--- src/rtl/display_pkg.sv ---
// Shared codes, FSM encoding and sizing helper for the digit scanner.
package display_pkg;

    localparam logic [3:0] DIG_MINUS = 4'd10;
    localparam logic [3:0] DIG_BLANK = 4'd15;

    typedef enum logic [1:0] {
        ST_IDLE   = 2'd0,
        ST_SHIFT  = 2'd1,
        ST_COMMIT = 2'd2
    } state_e;

    // One position more than the BCD digits so a minus sign always fits.
    function automatic int NPOS(input int ndig);
        return ndig + 1;
    endfunction

endpackage

--- src/rtl/bin2bcd_seq.sv ---
// Sequential double-dabble converter: one add-3/shift step per asserted step cycle.
module bin2bcd_seq #(
    parameter int WIDTH = 16,
    parameter int NDIG  = 5
) (
    input  logic                clk,
    input  logic                rst_n,
    input  logic                start,
    input  logic                step,
    input  logic [WIDTH-1:0]    bin,
    output logic [4*NDIG-1:0]   bcd,
    output logic                last
);

    localparam int CNT_W = $clog2(WIDTH + 1);

    logic [WIDTH-1:0]  bin_q;
    logic [4*NDIG-1:0] bcd_q;
    logic [CNT_W-1:0]  cnt_q;
    logic [4*NDIG-1:0] adj;
    logic [4*NDIG-1:0] bcd_d;

    for (genvar gi = 0; gi < NDIG; gi++) begin : g_adj
        assign adj[4*gi +: 4] = (bcd_q[4*gi +: 4] >= 4'd5) ? bcd_q[4*gi +: 4] + 4'd3
                                                           : bcd_q[4*gi +: 4];
    end

    assign bcd_d = (adj << 1) | {{(4*NDIG-1){1'b0}}, bin_q[WIDTH-1]};

    always_ff @(posedge clk or negedge rst_n) begin
        if (!rst_n) begin
            bin_q <= '0;
            bcd_q <= '0;
            cnt_q <= '0;
        end else if (start) begin
            bin_q <= bin;
            bcd_q <= '0;
            cnt_q <= '0;
        end else if (step) begin
            bin_q <= bin_q << 1;
            bcd_q <= bcd_d;
            cnt_q <= cnt_q + 1'b1;
        end
    end

    assign bcd  = bcd_q;
    assign last = step && (cnt_q == CNT_W'(WIDTH - 1));

endmodule

--- src/rtl/display_digit_scanner.sv ---
// Signed value -> blanked, sign-placed digit buffer, scanned four digits at a time
// through a scrollable window.
module display_digit_scanner
    import display_pkg::*;
#(
    parameter int WIDTH       = 16,
    parameter int NDIG        = 5,
    parameter int REFRESH_DIV = 100000
) (
    input  logic             clk,
    input  logic             rst_n,
    input  logic [WIDTH-1:0] value_in,
    input  logic             value_valid,
    input  logic             scroll_left,
    input  logic             scroll_right,
    output logic             busy,
    output logic             done,
    output logic [1:0]       toggle,
    output logic [3:0]       digit
);

    localparam int NP      = NPOS(NDIG);
    localparam int OFF_MAX = NP - 4;
    localparam int OFF_W   = $clog2(NP);
    localparam int CNT_W   = (REFRESH_DIV > 2) ? $clog2(REFRESH_DIV) : 1;

    state_e            state_q;
    logic              busy_q;
    logic              done_q;
    logic              neg_q;
    logic [WIDTH-1:0]  mag_d;
    logic              start_d;
    logic              step_d;
    logic [4*NDIG-1:0] bcd;
    logic              last;

    logic [3:0]        disp_q [NP];
    logic [3:0]        disp_d [NP];
    logic [NDIG-1:0]   nz;
    logic [NDIG:0]     above;

    logic [CNT_W-1:0]  ref_cnt_q;
    logic [1:0]        toggle_q;
    logic [OFF_W-1:0]  off_q;
    logic [OFF_W-1:0]  idx_d;

    // -2^(WIDTH-1) negates to itself, which is the exact unsigned magnitude.
    assign mag_d   = value_in[WIDTH-1] ? (~value_in + WIDTH'(1)) : value_in;
    assign start_d = (state_q == ST_IDLE) && value_valid;
    assign step_d  = (state_q == ST_SHIFT);

    bin2bcd_seq #(
        .WIDTH (WIDTH),
        .NDIG  (NDIG)
    ) u_bin2bcd (
        .clk   (clk),
        .rst_n (rst_n),
        .start (start_d),
        .step  (step_d),
        .bin   (mag_d),
        .bcd   (bcd),
        .last  (last)
    );

    always_ff @(posedge clk or negedge rst_n) begin
        if (!rst_n) begin
            state_q <= ST_IDLE;
            busy_q  <= 1'b0;
            done_q  <= 1'b0;
            neg_q   <= 1'b0;
        end else begin
            done_q <= 1'b0;
            case (state_q)
                ST_IDLE: begin
                    if (value_valid) begin
                        neg_q   <= value_in[WIDTH-1];
                        state_q <= ST_SHIFT;
                        busy_q  <= 1'b1;
                    end
                end
                ST_SHIFT: begin
                    if (last) begin
                        state_q <= ST_COMMIT;
                    end
                end
                ST_COMMIT: begin
                    state_q <= ST_IDLE;
                    busy_q  <= 1'b0;
                    done_q  <= 1'b1;
                end
                default: begin
                    state_q <= ST_IDLE;
                    busy_q  <= 1'b0;
                end
            endcase
        end
    end

    // above[i]: some digit at position i or higher is nonzero.
    assign above[NDIG] = 1'b0;
    for (genvar gi = 0; gi < NDIG; gi++) begin : g_place
        assign nz[gi]    = (bcd[4*gi +: 4] != 4'd0);
        assign above[gi] = above[gi+1] | nz[gi];
        if (gi == 0) begin : g_units
            assign disp_d[gi] = bcd[3:0];
        end else begin : g_upper
            assign disp_d[gi] = above[gi]               ? bcd[4*gi +: 4] :
                                (neg_q && nz[gi-1])     ? DIG_MINUS      :
                                                          DIG_BLANK;
        end
    end
    assign disp_d[NDIG] = (neg_q && nz[NDIG-1]) ? DIG_MINUS : DIG_BLANK;

    always_ff @(posedge clk or negedge rst_n) begin
        if (!rst_n) begin
            for (int i = 0; i < NP; i++) begin
                disp_q[i] <= (i == 0) ? 4'd0 : DIG_BLANK;
            end
        end else if (state_q == ST_COMMIT) begin
            for (int i = 0; i < NP; i++) begin
                disp_q[i] <= disp_d[i];
            end
        end
    end

    always_ff @(posedge clk or negedge rst_n) begin
        if (!rst_n) begin
            ref_cnt_q <= '0;
            toggle_q  <= 2'd0;
        end else if (ref_cnt_q == CNT_W'(REFRESH_DIV - 1)) begin
            ref_cnt_q <= '0;
            toggle_q  <= toggle_q + 2'd1;
        end else begin
            ref_cnt_q <= ref_cnt_q + 1'b1;
        end
    end

    always_ff @(posedge clk or negedge rst_n) begin
        if (!rst_n) begin
            off_q <= '0;
        end else if (scroll_left && !scroll_right && (off_q != OFF_W'(OFF_MAX))) begin
            off_q <= off_q + 1'b1;
        end else if (scroll_right && !scroll_left && (off_q != '0)) begin
            off_q <= off_q - 1'b1;
        end
    end

    assign idx_d  = off_q + OFF_W'(toggle_q);
    assign digit  = disp_q[idx_d];
    assign toggle = toggle_q;
    assign busy   = busy_q;
    assign done   = done_q;

endmodule

--- config.mk ---
export PLATFORM = sky130hd
export DESIGN_NAME = display_digit_scanner
export DESIGN_NICKNAME = d
export VERILOG_FILES = /design/src/rtl/display_pkg.sv /design/src/rtl/bin2bcd_seq.sv /design/src/rtl/display_digit_scanner.sv
export SDC_FILE = /design/constraint.sdc
export NUM_CORES = 1
export LEC_CHECK = 0
export CORE_ASPECT_RATIO = 0.5
export CORE_MARGIN = 1.5
export CORE_UTILIZATION = 40
export DETAILED_ROUTE_END_ITERATION = 8
export SETUP_SLACK_MARGIN = 0.2
export SLEW_MARGIN = 5
export SYNTH_ARGS = -nofsm -noshare
export SYNTH_HDL_FRONTEND = slang
export SYNTH_SLANG_ARGS = --single-unit
--- constraint.sdc ---
create_clock -name clk -period 2.7 [get_ports clk]
set_input_delay 0.54 -clock clk [delete_from_list [all_inputs] [get_ports clk]]
set_output_delay 0.54 -clock clk [all_outputs]
set_load 0.005 [all_outputs]
== Yosys cells after proc, flatten, opt, wreduce, memory -nomap -nowiden ==
Cells that the tools add are included.

* Mux-type cells: 33
* Bitwise gates (word level): 7
* Multipliers: 0
* Add/sub/neg operators: 12
* Shift-type cells: 0
* Reduce and logical (&&, ||, !) cells: 25
* Divide/modulo/power cells: 0
* Order comparisons: 6
* Eq/ne operators: 7

{| class="wikitable"
|+ Operators by type and width
! kind !! count
|-
| 16-bit two-way mux || 3
|-
| 20-bit two-way mux || 2
|-
| 4-bit two-way mux || 10
|-
| 3-bit two-way mux || 8
|-
| 4-bit by 3-bit >= comparator with 1-bit output (second input constant) || 5
|-
| 20-bit by 1-bit OR with 20-bit output || 1
|-
| 4-bit nonzero test || 5
|-
| 17-bit by 1-bit adder with 17-bit output (second input constant) || 1
|-
| 17-bit == test (second input constant) || 1
|-
| 17-bit two-way mux || 1
|-
| 16-bit by 1-bit adder with 16-bit output (second input constant) || 1
|-
| 4-bit by 2-bit adder with 4-bit output (second input constant) || 4
|-
| 16-bit inverter || 1
|-
| 4-bit binary-select mux with 3-bit select || 1
|-
| 1-bit logical AND || 11
|-
| 5-bit two-way mux || 2
|-
| 2-bit AND reduction || 3
|-
| 5-bit by 1-bit adder with 5-bit output (second input constant) || 1
|-
| 5-bit by 4-bit == test with 1-bit output (second input constant) || 1
|-
| 4-bit >= comparator (second input constant) || 1
|-
| 2-bit two-way mux || 2
|-
| 2-bit != test (second input constant) || 2
|-
| 3-bit inverter with 4-bit output || 1
|-
| 2-bit case mux with 2 select lines || 1
|-
| other kinds (16) || 21
|}

* RAM bits: 0
* Memories kept: 0
* ROM bits: 0
* Output and inout bits: 8
* Bits in registers: 92
* Input bits: 21
* Latch bits: 0

== Longest topological paths before layout ==
* Depth in word-level cells: 5
* Gate-level depth with buffers: 8

== Hierarchy ==
Synthesis repeated with hierarchy kept, for this count alone.

* Cells, all modules: 530
* Area total of the unflattened synthesis: 5007.3 µm²

{| class="wikitable"
|+ Modules (own cells, without submodules)
! module !! cells each !! seq. area each (µm²) !! times used !! area an instance (µm²)
|-
| display_digit_scanner || 296 || 1222.4 || 1 || 2746.4
|-
| bin2bcd_seq || 234 || 1026.0 || 1 || 2260.9
|}

== Least setup slack after synthesis ==
Ideal clock, no wire load.

* Kind: register to output
* Start: register off_q[1]
* End: output port digit[0]
* Data arrival time: 1970 ps
* Buffers on the path: 2
* Path slack: 190 ps
* Stages on the path, launching flop included: 7
* Path through: dfrtp_1 > clkbuf_1 > inv_1 > fa_1 > buf_1 > mux4_2 > a22o_1

* Word-level cells in the longest chain between the ends: 5

{| class="wikitable"
|+ RTL lines
! what !! line !! source
|-
| start, declared || display_digit_scanner.sv:44 || <nowiki>logic [OFF_W-1:0] off_q;</nowiki>
|-
| start signal, assigned || display_digit_scanner.sv:142 || <nowiki>off_q <= off_q + 1'b1;</nowiki>
|-
| start signal, assigned || display_digit_scanner.sv:144 || <nowiki>off_q <= off_q - 1'b1;</nowiki>
|-
| 3-bit by 2-bit adder with 3-bit output || display_digit_scanner.sv:148 || <nowiki>assign idx_d = off_q + OFF_W'(toggle_q);</nowiki>
|-
| 3-bit inverter with 4-bit output (implied by the code) || display_digit_scanner.sv:149 || <nowiki>assign digit = disp_q[idx_d];</nowiki>
|-
| 4-bit binary-select mux with 3-bit select || display_digit_scanner.sv:149 ||
|-
| 4-bit two-way mux (implied by the code) (2 in series) || display_digit_scanner.sv:149 ||
|-
| end, declared || display_digit_scanner.sv:19 || <nowiki>output logic [3:0] digit</nowiki>
|}

Every way passes these cells. The select of a mux whose other input is x is not followed.

== Worst setup path in the final report ==
* Start: register off_q[0]
* End: output port digit[0]

Same word-level chain as after synthesis.

==> impl_summary.txt <==
----------------------------------------------------
[Run status]
  Status ... complete, but fails checks
  Failing checks ... negative setup slack

[Routing]
  Number of nets still failing antenna checks after routing ... 0
  Total routed wirelength ... about 10 mm
  DR pass1 iterations ... 4
  Via Count ... between 3,000 and 4,000
  Via/cell ratio ... about 5.2
  Post-detailed-route DRC marker count ... 0
  Mean routed wirelength per cell ... 14.1 um
  Iteration-0 DRC count of the detailed router ... approximately 220

[Clock network]
  Register clock-pin slew on the reported worst setup and hold paths ... ~60 ps
  Clock Root Buffer ... clkbuf_16
  Later-pin clock latency in the skew report ... 340 ps
  Number of H-tree levels ... 3
  TritonCTS clock tree ... yes
  Maximum clock insertion buffer count ... 2
  Clock sink count ... 89
  CTS Buf Count ... 9

[Timing]
  Final setup violation count ... 3
  Setup repair after global routing missed its margin ... true
  Peak Freq ... approximately 0.36 GHz
  Worst clock skew ... approximately 5.5 ps
  Setup TNS ... -94.7 ps
  Hold Vio Cnt, Final ... 0
  Slew Limit Fails ... 0
  Actual transition at the worst max-transition pin ... ~460 ps
  Post-layout worst setup margin ... -88.1 ps
  Shortest clock period the worst path allows after layout ... around 2800 ps
  Post-route clock period utilization ... 1.03
  Headroom to the max-slew limit ... 0.692

[Logic synthesis]
  Average instance area after synthesis ... just under 10 um2
  Syn Nets ... about 550
  Post-synthesis sequential element count ... between 80 and 90
  Cell type with the highest aggregate area in the netlist ... dfrtp_1
  Count of flip-flops with a built-in enable after synthesis ... 0
  Unique cell type count in the Yosys netlist ... 53
  Yosys warnings ... 0
  Most used flip-flop cell after synthesis ... dfrtp_1
  Fraction of the yosys area taken by sequential cells ... 0.461
  Cells taking the most area after synthesis ... dfrtp_1 37%, dfstp_2 9.2%, nand2_1 5.6%
  Synthesized cell area ... 4880 um2
  Area fraction of the dominant cell type after synthesis ... 0.369
  Post-synthesis instance total ... between 500 and 600
  Share of synthesized flip-flops with an asynchronous set or reset ... 1.00

[Global route]
  Global-route wire length before repair ... ~17 mm
  Maximum number of pins on one net before global-route repair ... 57
  Antenna violations before repair ... 0
  Combined global-route utilization of all metal layers ... 0.170
  Via count of the first global-routing pass ... approximately 3,400
  Remaining global-route overflow ... 0

[Floorplan]
  Row cnt ... 28
  Die width ... 159 um
  DIE AREA ... about 13,000 um2
  Starting density of the core ... 0.412
  Top-level I/O count ... 29
  Placeable core area ... 11,800 um2
  Die outline height ... around 81 um

[Finish]
  Number of nets in the layout ... 583
  Most common cell after layout, fill and taps aside ... nand2_1
  Share of final-layout standard cells stronger than drive strength 1 ... 0.158
  Commonest cells after routing, fill and taps aside ... 73 x nand2_1, 72 x dfrtp_1, 45 x o21ai_0, 26 x nor2_1, 26 x nand3_1
  Area delta synth->final ... 18.1%
  Diode count ... 0

[Critical path]
  Sequence of cells on the critical path ... ha_2 -> inv_2 -> fa_2 -> buf_6 -> mux4_2 -> a22o_1 -> buf_2
  Worst path slowest cell ... fa_2
  Maximum fanout along the worst path ... 5
  CP Class ... register to output pin
  Kind of end point of the critical path ... output pin
  Startpoint kind of the worst setup timing path ... register
  Slowest stage delay, CP ... a little over 600 ps
  Data arrival, critical path ... between 2000 and 2500 ps
  Endpoint required time on the critical path ... between 2000 and 2500 ps

[Pwr]
  Design internal power ... ~3.8 mW
  Portion of total power attributed to combinational logic ... 0.403
  Ratio of total power to cell area ... approximately 1000 nW/um2
  Reported net switching power ... ~2.2 mW
  Sequential power share ... 0.378
  Pleak ... around 2.5 nW
  Clock share of power ... 0.219
  Worst ir drop on vdd ... approximately 0.45 mV
  Switching share of total power ... 0.360
  Power, Total ... approximately 6 mW

[Placed design]
  Half-perimeter wire length after detailed placement ... approximately 7.1 mm
  Global placer's final weighted congestion ... around 0.76
  Port bufs ... 28

[Min path]
  Path category of the worst min-delay check ... input pin to async pin

[Flow run]
  Maximum Capacitance Violations ... 0

----------------------------------------------------
-- Yosys cell counts, drive strengths merged, types with 5 or more instances --
master / instances
nand2: 73
dfrtp: 72
o21ai: 49
nand3: 26
nor2: 26
a21oi: 25
inv: 22
clkbuf: 21
xor2: 21
xnor2: 19
dfstp: 17
o31ai: 17
ha: 15
and3: 9
nand2b: 8
or3b: 7
a31oi: 6
mux2i: 6
or4: 6
a32o: 5
buf: 5
nand4: 5
nor3: 5
nor4: 5
-- critical path, delay by kind of cell, from the launching register on --
family,cells,cell delay [ps]
AO/OA/AOI/OAI,1,210
flip-flops,1,360
adder cells (fa/ha/maj),2,780
multiplexers,1,280
buffers and inverters,3,270
-- final timing paths --
path	start	endpoint	slack [ps]	cells past startpoint
max in group asynchronous	rst_n	disp_q[15]	1880	2
worst min register to register	disp_q[6]	disp_q[6]	450	2
worst max-delay path	off_q[0]	digit[0]	-90	7
min in group clk	disp_q[6]	disp_q[6]	450	2
worst max register to register	u_bin2bcd.bcd[17]	disp_q[18]	560	6
worst min-delay path	rst_n	toggle[0]	160	1
-- routing by layer --
layer / wire length [um] / vias to the layer above / GRT usage
li1: - / 1871 / -
met5: 0 / - / 0
met1: 5560 / 1767 / 0.254
met3: 386 / 8 / 0.0460
met2: 4000 / 53 / 0.237
met4: 106 / 0 / 0.0509
-- registers in the layout, indices dropped and copies added (netlist names) --
| register | cells |
|---|---|
| disp_q | 21 |
| off_q | 3 |
| toggle | 2 |
| neg_q | 1 |
| ref_cnt_q | 17 |
| done | 1 |
| busy | 1 |
| u_bin2bcd.bin_q | 16 |
| u_bin2bcd.bcd | 20 |
| u_bin2bcd.cnt_q | 5 |
| state_q | 2 |
-- logic make-up (layout without fill, tap and decap cells) --
kind of cell | after synthesis | after routing | share of synthesized area
AND/OR/NAND/NOR | 182 | 182 | 0.186
AO/OA/AOI/OAI | 117 | 117 | 0.155
flip-flops | 89 | 89 | 0.461
buffers and inverters | 49 | 91 | 0.0395
XOR/XNOR | 40 | 40 | 0.0718
adder cells (fa/ha/maj) | 17 | 17 | 0.0467
multiplexers | 14 | 14 | 0.0400
-- power by group through the flow --
stage                     clock network (mW)  registers [mW]  logic [mW]
final                                   1.32            2.27        2.42
after global routing                    1.42            2.34        2.76
after CTS                               1.36            2.27        2.43
after detailed placement                   0            2.29        2.41
after global placement                     0            2.29        2.36
after floorplan                            0            2.17        1.78
-- final cells by class --
type | instances | area, um2
inverters | 23 | 86.3
flip-flops and latches | 89 | 2250
clock inverters | 5 | 80.1
clock buffers | 11 | 233
repair buffers | 52 | 462
fillers | 1143 | 6080
well taps | 165 | 206
multi-input cells | 370 | 2450
-- per-stage QoR --
step | utilization | hold slack [ps] | area (um2) | worst slack [ps] | std cells
2_1_floorplan | - | 244 | 4880 | 308 | 508
4_1_cts | 0.486 | 161 | 5750 | -151 | 714
3_5_place_dp | 0.458 | 450 | 5420 | -6.99 | 695
6_report | 0.487 | 156 | 5760 | -88.1 | 715
5_1_grt | 0.487 | 173 | 5760 | -176 | 715
3_3_place_gp | 0.458 | 449 | 5420 | 47.2 | 695
-- repair_timing --
action | 4_1_cts | 5_1_grt
gates resized for setup | 23 | 0
setup endpoints to repair | 4 | 4
setup buffers | 3 | 1
pin swaps | 6 | 3
hold buffers | 0 | 0
gates cloned | 0 | 0
Power figures use the tool's default switching activity.
